File: src/rtl/bp_me_axi_pkg.sv
// Shared AXI definitions for the memory-engine AXI blocks: burst encodings,
// the 4 KB page size that no burst may cross, and the burst generator FSM states.
package bp_me_axi_pkg;

  typedef enum logic [1:0] {
    e_axi_fixed = 2'd0,
    e_axi_incr  = 2'd1,
    e_axi_wrap  = 2'd2
  } axi_burst_e;

  localparam int axi_page_bytes_gp = 4096;

  typedef enum logic {
    e_ready = 1'b0,
    e_send  = 1'b1
  } state_e;

endpackage

File: src/rtl/bp_me_axi_burst_calc.sv
// Sizes the next legal INCR burst: min(remaining beats, max_beats_p, beats left
// in the 4 KB page) and flags whether that burst finishes the request.
module bp_me_axi_burst_calc
  import bp_me_axi_pkg::*;
#(
  parameter int beats_width_p = 17,
  parameter int max_beats_p   = 256,
  parameter int lg_bytes_p    = 3,
  parameter int burst_width_p = $clog2(max_beats_p) + 1,
  localparam int page_word_width_lp = $clog2(axi_page_bytes_gp) - lg_bytes_p
) (
  input  logic [page_word_width_lp-1:0] page_word_i,
  input  logic [beats_width_p-1:0]      beats_i,
  output logic [burst_width_p-1:0]      burst_o,
  output logic                          last_o
);

  localparam int w0_lp = (beats_width_p > page_word_width_lp + 1)
                       ? beats_width_p : page_word_width_lp + 1;
  localparam int cmp_width_lp = (w0_lp > burst_width_p) ? w0_lp : burst_width_p;

  logic [cmp_width_lp-1:0] beats_c, max_c, bnd_c, min_c;

  assign beats_c = cmp_width_lp'(beats_i);
  assign max_c   = cmp_width_lp'(max_beats_p);
  // Page word is the aligned offset in beats, so the boundary ignores any
  // unaligned low bits of a first burst.
  assign bnd_c   = cmp_width_lp'(axi_page_bytes_gp >> lg_bytes_p) - cmp_width_lp'(page_word_i);

  // NOTE: min_c gets a default before any conditional update, so no latch is inferred.
  always_comb begin
    min_c = beats_c;
    if (max_c < min_c) min_c = max_c;
    if (bnd_c < min_c) min_c = bnd_c;
  end

  assign burst_o = burst_width_p'(min_c);
  assign last_o  = (beats_c == min_c);

endmodule

File: src/rtl/bsg_dff_reset_en.sv
// Enabled register with synchronous active-high reset.
module bsg_dff_reset_en #(
  parameter int                 width_p     = 1,
  parameter logic [width_p-1:0] reset_val_p = '0
) (
  input  logic               clk_i,
  input  logic               reset_i,
  input  logic               en_i,
  input  logic [width_p-1:0] data_i,
  output logic [width_p-1:0] data_o
);

  logic [width_p-1:0] data_r;

  // NOTE: sequential state uses non-blocking assignments so every register
  // samples pre-edge values regardless of process evaluation order.
  always_ff @(posedge clk_i) begin
    if (reset_i)
      data_r <= reset_val_p;
    else if (en_i)
      data_r <= data_i;
  end

  assign data_o = data_r;

endmodule

File: src/rtl/bp_me_axi_burst_gen.sv
// Splits a byte-range request {addr, nbytes} into legal AXI4 INCR address
// commands, one per cycle, never crossing a 4 KB page or exceeding max_beats_p.
module bp_me_axi_burst_gen
  import bp_me_axi_pkg::*;
#(
  parameter int axi_addr_width_p = 64,
  parameter int axi_data_width_p = 64,
  parameter int len_width_p      = 16,
  parameter int max_beats_p      = 256
) (
  input  logic                        clk_i,
  input  logic                        reset_i,

  input  logic                        v_i,
  output logic                        ready_and_o,
  input  logic [axi_addr_width_p-1:0] addr_i,
  input  logic [len_width_p-1:0]      nbytes_i,

  output logic                        v_o,
  input  logic                        ready_and_i,
  output logic [axi_addr_width_p-1:0] axaddr_o,
  output logic [7:0]                  axlen_o,
  output logic [2:0]                  axsize_o,
  output logic [1:0]                  axburst_o,
  output logic                        first_o,
  output logic                        last_o
);

  localparam int lg_lp          = $clog2(axi_data_width_p / 8);
  localparam int beats_width_lp = len_width_p + 1;
  localparam int burst_width_lp = $clog2(max_beats_p) + 1;
  localparam int page_lg_lp     = $clog2(axi_page_bytes_gp);

  state_e state_r, state_n;

  logic [axi_addr_width_p-1:0] addr_r, addr_n, next_addr;
  logic [beats_width_lp-1:0]   beats_r, beats_n, req_beats;
  logic                        first_r, first_n;
  logic [burst_width_lp-1:0]   burst;
  logic                        last;
  logic                        accept, send, reg_en;

  bp_me_axi_burst_calc #(
    .beats_width_p(beats_width_lp),
    .max_beats_p  (max_beats_p),
    .lg_bytes_p   (lg_lp),
    .burst_width_p(burst_width_lp)
  ) calc (
    .page_word_i(addr_r[page_lg_lp-1:lg_lp]),
    .beats_i    (beats_r),
    .burst_o    (burst),
    .last_o     (last)
  );

  always_ff @(posedge clk_i) begin
    if (reset_i)
      state_r <= e_ready;
    else
      state_r <= state_n;
  end

  always_comb begin
    state_n     = state_r;
    ready_and_o = 1'b0;
    v_o         = 1'b0;
    unique case (state_r)
      e_ready: begin
        ready_and_o = 1'b1;
        // Empty requests are acknowledged but never leave e_ready.
        if (v_i && (nbytes_i != '0))
          state_n = e_send;
      end
      e_send: begin
        v_o = 1'b1;
        if (ready_and_i && last)
          state_n = e_ready;
      end
      default: state_n = e_ready;
    endcase
  end

  assign accept = v_i & ready_and_o;
  assign send   = v_o & ready_and_i;
  assign reg_en = accept | send;

  // Beat span counted on beat-index boundaries, modulo the counter width, so
  // an address wrap at the top of memory still yields the right count.
  assign req_beats = beats_width_lp'((addr_i + axi_addr_width_p'(nbytes_i)
                                      - axi_addr_width_p'(1)) >> lg_lp)
                   - beats_width_lp'(addr_i >> lg_lp)
                   + beats_width_lp'(1);

  assign next_addr = ((addr_r >> lg_lp) << lg_lp)
                   + (axi_addr_width_p'(burst) << lg_lp);

  assign addr_n  = (state_r == e_ready) ? addr_i : next_addr;
  assign beats_n = (state_r == e_ready) ? req_beats : beats_r - beats_width_lp'(burst);
  assign first_n = (state_r == e_ready);

  bsg_dff_reset_en #(.width_p(axi_addr_width_p)) addr_reg (
    .clk_i, .reset_i, .en_i(reg_en), .data_i(addr_n), .data_o(addr_r)
  );

  bsg_dff_reset_en #(.width_p(beats_width_lp)) beats_reg (
    .clk_i, .reset_i, .en_i(reg_en), .data_i(beats_n), .data_o(beats_r)
  );

  bsg_dff_reset_en #(.width_p(1)) first_reg (
    .clk_i, .reset_i, .en_i(reg_en), .data_i(first_n), .data_o(first_r)
  );

  assign axaddr_o  = addr_r;
  assign axlen_o   = 8'(burst - burst_width_lp'(1));
  assign axsize_o  = 3'(lg_lp);
  assign axburst_o = 2'(e_axi_incr);
  assign first_o   = first_r;
  assign last_o    = last;

endmodule

File: config.mk
export PLATFORM = sky130hd
export DESIGN_NAME = bp_me_axi_burst_gen
export DESIGN_NICKNAME = d
export VERILOG_FILES = /design/src/rtl/bp_me_axi_pkg.sv /design/src/rtl/bp_me_axi_burst_calc.sv /design/src/rtl/bsg_dff_reset_en.sv /design/src/rtl/bp_me_axi_burst_gen.sv
export SDC_FILE = /design/constraint.sdc
export NUM_CORES = 1
export LEC_CHECK = 0
export ABC_AREA = 1
export BUFFER_PORTS_ARGS = -buffer_cell sky130_fd_sc_hd__buf_4
export CORE_UTILIZATION = 63
export DETAILED_ROUTE_END_ITERATION = 12
export HOLD_SLACK_MARGIN = 0.05
export PLACE_DENSITY = 0.95
export SETUP_SLACK_MARGIN = 0.1
export SLEW_MARGIN = 5
export SYNTH_ARGS = -nofsm -noshare
export SYNTH_HDL_FRONTEND = slang
export SYNTH_SLANG_ARGS = --single-unit
File: constraint.sdc
create_clock -name clk_i -period 9.85 [get_ports clk_i]
set_input_delay 1.4775 -clock clk_i [delete_from_list [all_inputs] [get_ports clk_i]]
set_output_delay 1.4775 -clock clk_i [all_outputs]
set_load 0.01 [all_outputs]
=== After elaboration in Yosys (flattened, before gate mapping) ===
Cells that the tools add are included.

* Input port bits: 84
* Bits in registers: 83
* Output and inout port bits: 81
* Word-level logic and storage cells: 31

* Equality and inequality tests: 1
* $add $sub $neg: 8
* Bitwise logic cells: 4
* $lt $le $gt $ge: 2
* Reduce and logical (&&, ||, !) cells: 3
* Multiplexer cells: 9

{| class="wikitable"
|+ Operators with widths
! cell !! number
|-
| $add A64 B12 Y64 || 1
|-
| $mux W64 || 1
|-
| $mux W17 || 3
|-
| $add A20 B16 Y20 || 1
|-
| $sub A20 B1 Y20 const B || 1
|-
| $add A17 B1 Y17 const B || 1
|-
| $eq A17 B17 Y1 || 1
|-
| $lt A17 B17 Y1 || 1
|-
| $lt A9 B17 Y1 const A || 1
|-
| $sub A17 B17 Y17 || 1
|-
| $sub A17 B9 Y17 || 1
|-
| $reduce_bool A16 Y1 || 1
|-
| $sub A10 B9 Y11 const A || 1
|-
| $sub A8 B1 Y8 const B || 1
|-
| $mux W1 || 4
|-
| $and A1 B1 Y1 || 2
|-
| $logic_and A1 B1 Y1 || 2
|-
| $pmux W1 S2 || 1
|-
| $not A1 Y1 || 1
|-
| $or A1 B1 Y1 || 1
|}

=== Longest topological paths before layout ===
* Depth after elaboration: 8
* Mapped depth: 33

=== Hierarchy ===
A second synthesis with hierarchy kept.

* Cells, all modules: 1979
* Area total of the unflattened synthesis: 10842.9 µm²

{| class="wikitable"
|+ By module, submodules not included
! module !! cells an instance !! area an instance (µm²) !! seq. area each (µm²) !! times used
|-
| bp_me_axi_burst_gen || 1267 || 6463.7 || 20.0 || 1
|-
| bsg_dff_reset_en (addr_reg) || 405 || 2666.3 || 1281.2 || 1
|-
| bp_me_axi_burst_calc || 192 || 935.9 || 0.0 || 1
|-
| bsg_dff_reset_en (beats_reg) || 108 || 732.0 || 340.3 || 1
|-
| bsg_dff_reset_en (first_reg) || 7 || 45.0 || 20.0 || 1
|}

=== Worst setup path after synthesis ===
OpenSTA, ideal clock, no wires.

* Kind: register to output
* Start point: reg addr_reg.data_r[3] (netlist: addr_reg.data_o[3])
* End point: out last_o
* Buffers on the path: 2
* Data arrival time: 3.560 ns
* Stages on the path, launching flop included: 23
* Setup slack: 4.812 ns
* Cells stage by stage: dfxtp_1 > inv_1 > ha_1 > nand3_1 > inv_1 > nand4_1 > nor2_1 > xor2_1 > ha_1 > nand2_1 > nor2_1 > nand4_1 > nor2_2 > nand2_4 > nand3_4 > buf_6 > inv_1 > o21ai_0 > inv_1 > ha_1 > clkbuf_1 > nand3_1 > nor4b_1

* Cells in the longest elaborated chain, start to end: 4

{| class="wikitable"
|+ Ends and longest elaborated chain
! element !! line !! source
|-
| start, declared || bsg_dff_reset_en.sv:13 || <nowiki>logic [width_p-1:0] data_r;</nowiki>
|-
| start signal, assigned || bsg_dff_reset_en.sv:19 || <nowiki>data_r <= reset_val_p;</nowiki>
|-
| start signal, assigned || bsg_dff_reset_en.sv:21 || <nowiki>data_r <= data_i;</nowiki>
|-
| $sub A10 B9 Y11 * || bp_me_axi_burst_calc.sv:28 || <nowiki>assign bnd_c = cmp_width_lp'(axi_page_bytes_gp >> lg_bytes_p) - cmp_width_lp'(page_word_i);</nowiki>
|-
| $lt A17 B17 Y1 || bp_me_axi_burst_calc.sv:34 || <nowiki>if (bnd_c < min_c) min_c = bnd_c;</nowiki>
|-
| $mux W17 * || bp_me_axi_burst_calc.sv:34 ||
|-
| $eq A17 B17 Y1 * || bp_me_axi_burst_calc.sv:38 || <nowiki>assign last_o = (beats_c == min_c);</nowiki>
|-
| end, declared || bp_me_axi_burst_gen.sv:26 || <nowiki>output logic last_o</nowiki>
|}

Every way passes the cells marked *; elsewhere a longest branch is shown, timed or not.

=== Worst setup path after layout ===
Same ends and word-level chain as after synthesis.

==> impl_metrics.py <==
metrics = {
    "outcome": {
        "run_status": "completed",
    },
    "clock_network": {
        "ctsHoldBuffers": 0,
        "cts_max_path_buffers": 2,
        "cts_tree": "yes",
        "cts_root_buffer": "clkbuf_16",
        "htreeDepth": 3,
        "numCtsBuffers": 9,
        "ctsResizeCount": 0,
        "clock-sinks": 83,
        "clk_latency_ns": 0.36,
        "path_clk_slew_ns": 0.07,
        "cts_setup_buffers": 0,
    },
    "timing": {
        "rsz0062_at_grt": "no",
        "tightest_slew_ns": 1.02,
        "slew_viol_final": 0,
        "relSlewSlack": 0.317,
        "fmax_ghz": 0.176,
        "setup_violations": 0,
        "hold_viol": 0,
        "skew_ns": 0.00928,
        "period_share": 0.577,
        "fin_crit_ns": 5.68,
        "finalSetupTns_ns": 0,
    },
    "die": {
        "die_x_um": 127,
        "start_util": 0.646,
        "die_h_um": 127,
        "fp.coreArea_um2": 15100,
        "ios": 165,
        "die-area_um2": 16000,
        "fp-row-count": 45,
    },
    "global_route": {
        "antenna_found_initial": 0,
        "grt_pass1_vias": 10700,
        "overflow": 0,
        "grt_max_degree": 116,
        "grt_pass1_wl_mm": 53.2,
        "track_usage": 0.420,
    },
    "final_layout": {
        "diodes": 0,
        "final_util": 0.748,
        "layout-drive-gt1-share": 0.116,
        "nNetsFinal": 1990,
        "area_delta_synth_final_pct": 15.9,
    },
    "routing": {
        "routedWlPerCell_um": 16.8,
        "routed_wl_mm": 33.7,
        "first_pass_iters": 7,
        "drcViolationCount": 0,
        "drt_iter0_markers": 1437,
        "vias_per_cell": 6.02,
        "ant_nets": 0,
        "vias": 12100,
    },
    "yosys": {
        "synth_top_area_frac": 0.170,
        "synth-seq-cells": 83,
        "synth.distinct_cells": 51,
        "synth-edff-count": 0,
        "synth_area_leaders": "dfxtp_1, nand2_1, ha_1",
        "synth_most_common_cell": "nand2_1",
        "syn_inst": 1680,
        "syn_area_um2": 9780,
        "ys_top_cells_by_count": "nand2_1, inv_1, nand3_1, nor2_1",
        "yosys.area.top_type": "dfxtp_1",
        "avgSynthCellArea_um2": 5.82,
        "ys_seq_area_frac": 0.170,
        "ys.flop_type": "dfxtp_1",
        "yosys_warnings": 0,
        "postSynth.asyncResetShare": 0,
    },
    "power": {
        "leakage_nw": 5.64,
        "peakVddDrop_mv": 0.114,
        "power_density_nw_per_um2": 206,
    },
    "worst_hold_path": {
        "min_path_type": "reg -> reg",
        "min_to": "addr_reg.data_o[0]",
        "whs_path_depth": 2,
        "min_from": "addr_reg.data_o[0]",
    },
    "setup_path": {
        "setup.worst_path.class": "reg -> out",
        "crit_path_max_fanout": 13,
        "crit_required_ns": 8.37,
        "start_kind": "flop",
        "crit_path_end_kind": "primary output",
        "r2r_slack_ns": 4.72,
        "reg2reg_depth": 27,
        "crit_arrival_ns": 4.20,
        "rr_endpoint": "addr_reg.data_o[35]",
        "reg2reg_from": "addr_reg.data_o[3]",
    },
    "job": {
        "drv_cap": 0,
    },
    "placed_design": {
        "numPortBuffers": 159,
        "dp.final_hpwl_mm": 26.5,
        "gp_congestion": 1.12,
    },
}
worst max-delay path by stage:
stage,start,end,slack [ns]
6_report,addr_reg.data_o[3],last_o,4.17
5_1_grt,addr_reg.data_o[3],last_o,3.84
4_1_cts,addr_reg.data_o[3],last_o,4.17
3_5_place_dp,addr_reg.data_o[3],last_o,4.56
3_3_place_gp,addr_reg.data_o[3],last_o,4.68
2_1_floorplan,addr_reg.data_o[3],last_o,4.81
worst max-delay path: stages, from the launching register on:
cell     delay (ns)
dfxtp_1        0.45
inv_1          0.13
ha_1           0.24
nand3_1        0.14
inv_1          0.05
nand4_1        0.09
nor2_1         0.06
xor2_1         0.16
ha_1           0.30
nand2_1        0.07
nor2_1         0.14
nand4_1        0.11
nor2_2         0.14
nand2_4        0.10
nand3_4        0.15
inv_1          0.07
o21ai_0        0.38
inv_1          0.09
ha_1           0.42
nand3_1        0.10
nor4b_1        0.27
buf_4          0.18
layout make-up:
cell class	count	area (um2)
Clock inverter	7	56.3
Fill cell	1356	3820
Inverter	267	1000
Multi-Input combinational cell	1286	6920
Tap cell	188	235
Timing Repair Buffer	164	1230
Clock buffer	9	225
Sequential cell	83	1660
per-stage QoR:
step / setup slack, ns / instance area (um2) / total power, mW / cells / hold slack, ns
after floorplan: 4.81 / 9790 / 1.53 / 1684 / 0.462
after global placement: 4.68 / 11000 / 1.93 / 1988 / 0.451
after detailed placement: 4.56 / 11000 / 1.95 / 1988 / 0.461
after CTS: 4.17 / 11300 / 2.29 / 2004 / 0.472
after global routing: 3.84 / 11300 / 2.52 / 2004 / 0.492
final: 4.17 / 11300 / 2.33 / 2004 / 0.473
sequential cells by signal, summed over array words and instances (netlist names):
register	flops
addr_reg.data_o	64
first_reg.data_o	1
beats_reg.data_o	17
state_r	1
report_power, final:
part | total, mW | internal, mW | switching (mW)
Sequential | 0.453 | 0.380 | 0.0731
Combinational | 1.54 | 0.570 | 0.967
Clock | 0.340 | 0.175 | 0.164
Total | 2.33 | 1.13 | 1.20
cell usage in the layout, fill, tap and decap left out, types with 6 or more instances in the layout:
cell / synthesis / routed
xor2_1: 26 / 26
nor2_1: 148 / 147
o211ai_1: 7 / 7
buf_4: 5 / 164
nand3b_1: 12 / 12
o21ai_0: 130 / 130
conb_1: 2 / 6
nor3_1: 28 / 28
a21o_1: 11 / 11
nand4_1: 35 / 35
a31oi_1: 8 / 8
inv_1: 264 / 263
dfxtp_1: 83 / 82
xnor2_1: 13 / 13
a21oi_1: 130 / 130
nand2_1: 397 / 397
clkbuf_16: 0 / 9
ha_1: 92 / 92
nand3_1: 173 / 173
or2_2: 10 / 10
o22ai_1: 9 / 9
cell families (layout without fill, tap and decap cells):
group                    Yosys count  count (layout)  synth area share
AO/OA/AOI/OAI                    312             312             0.171
XOR/XNOR                          39              39            0.0349
adder cells (fa/ha/maj)           95              95             0.124
buffers and inverters            315             447             0.125
flip-flops                        83              83             0.170
other                              2               6          0.000768
AND/OR/NAND/NOR                  834             834             0.375
layer usage:
layer / wire [um] / vias up / GRT usage
li1: - / 5784 / -
met1: 13900 / 5478 / 0.555
met2: 14600 / 721 / 0.670
met3: 4210 / 83 / 0.0995
met4: 934 / 0 / 0.141
met5: 0 / - / 0
(Power assumes the default switching activity.)
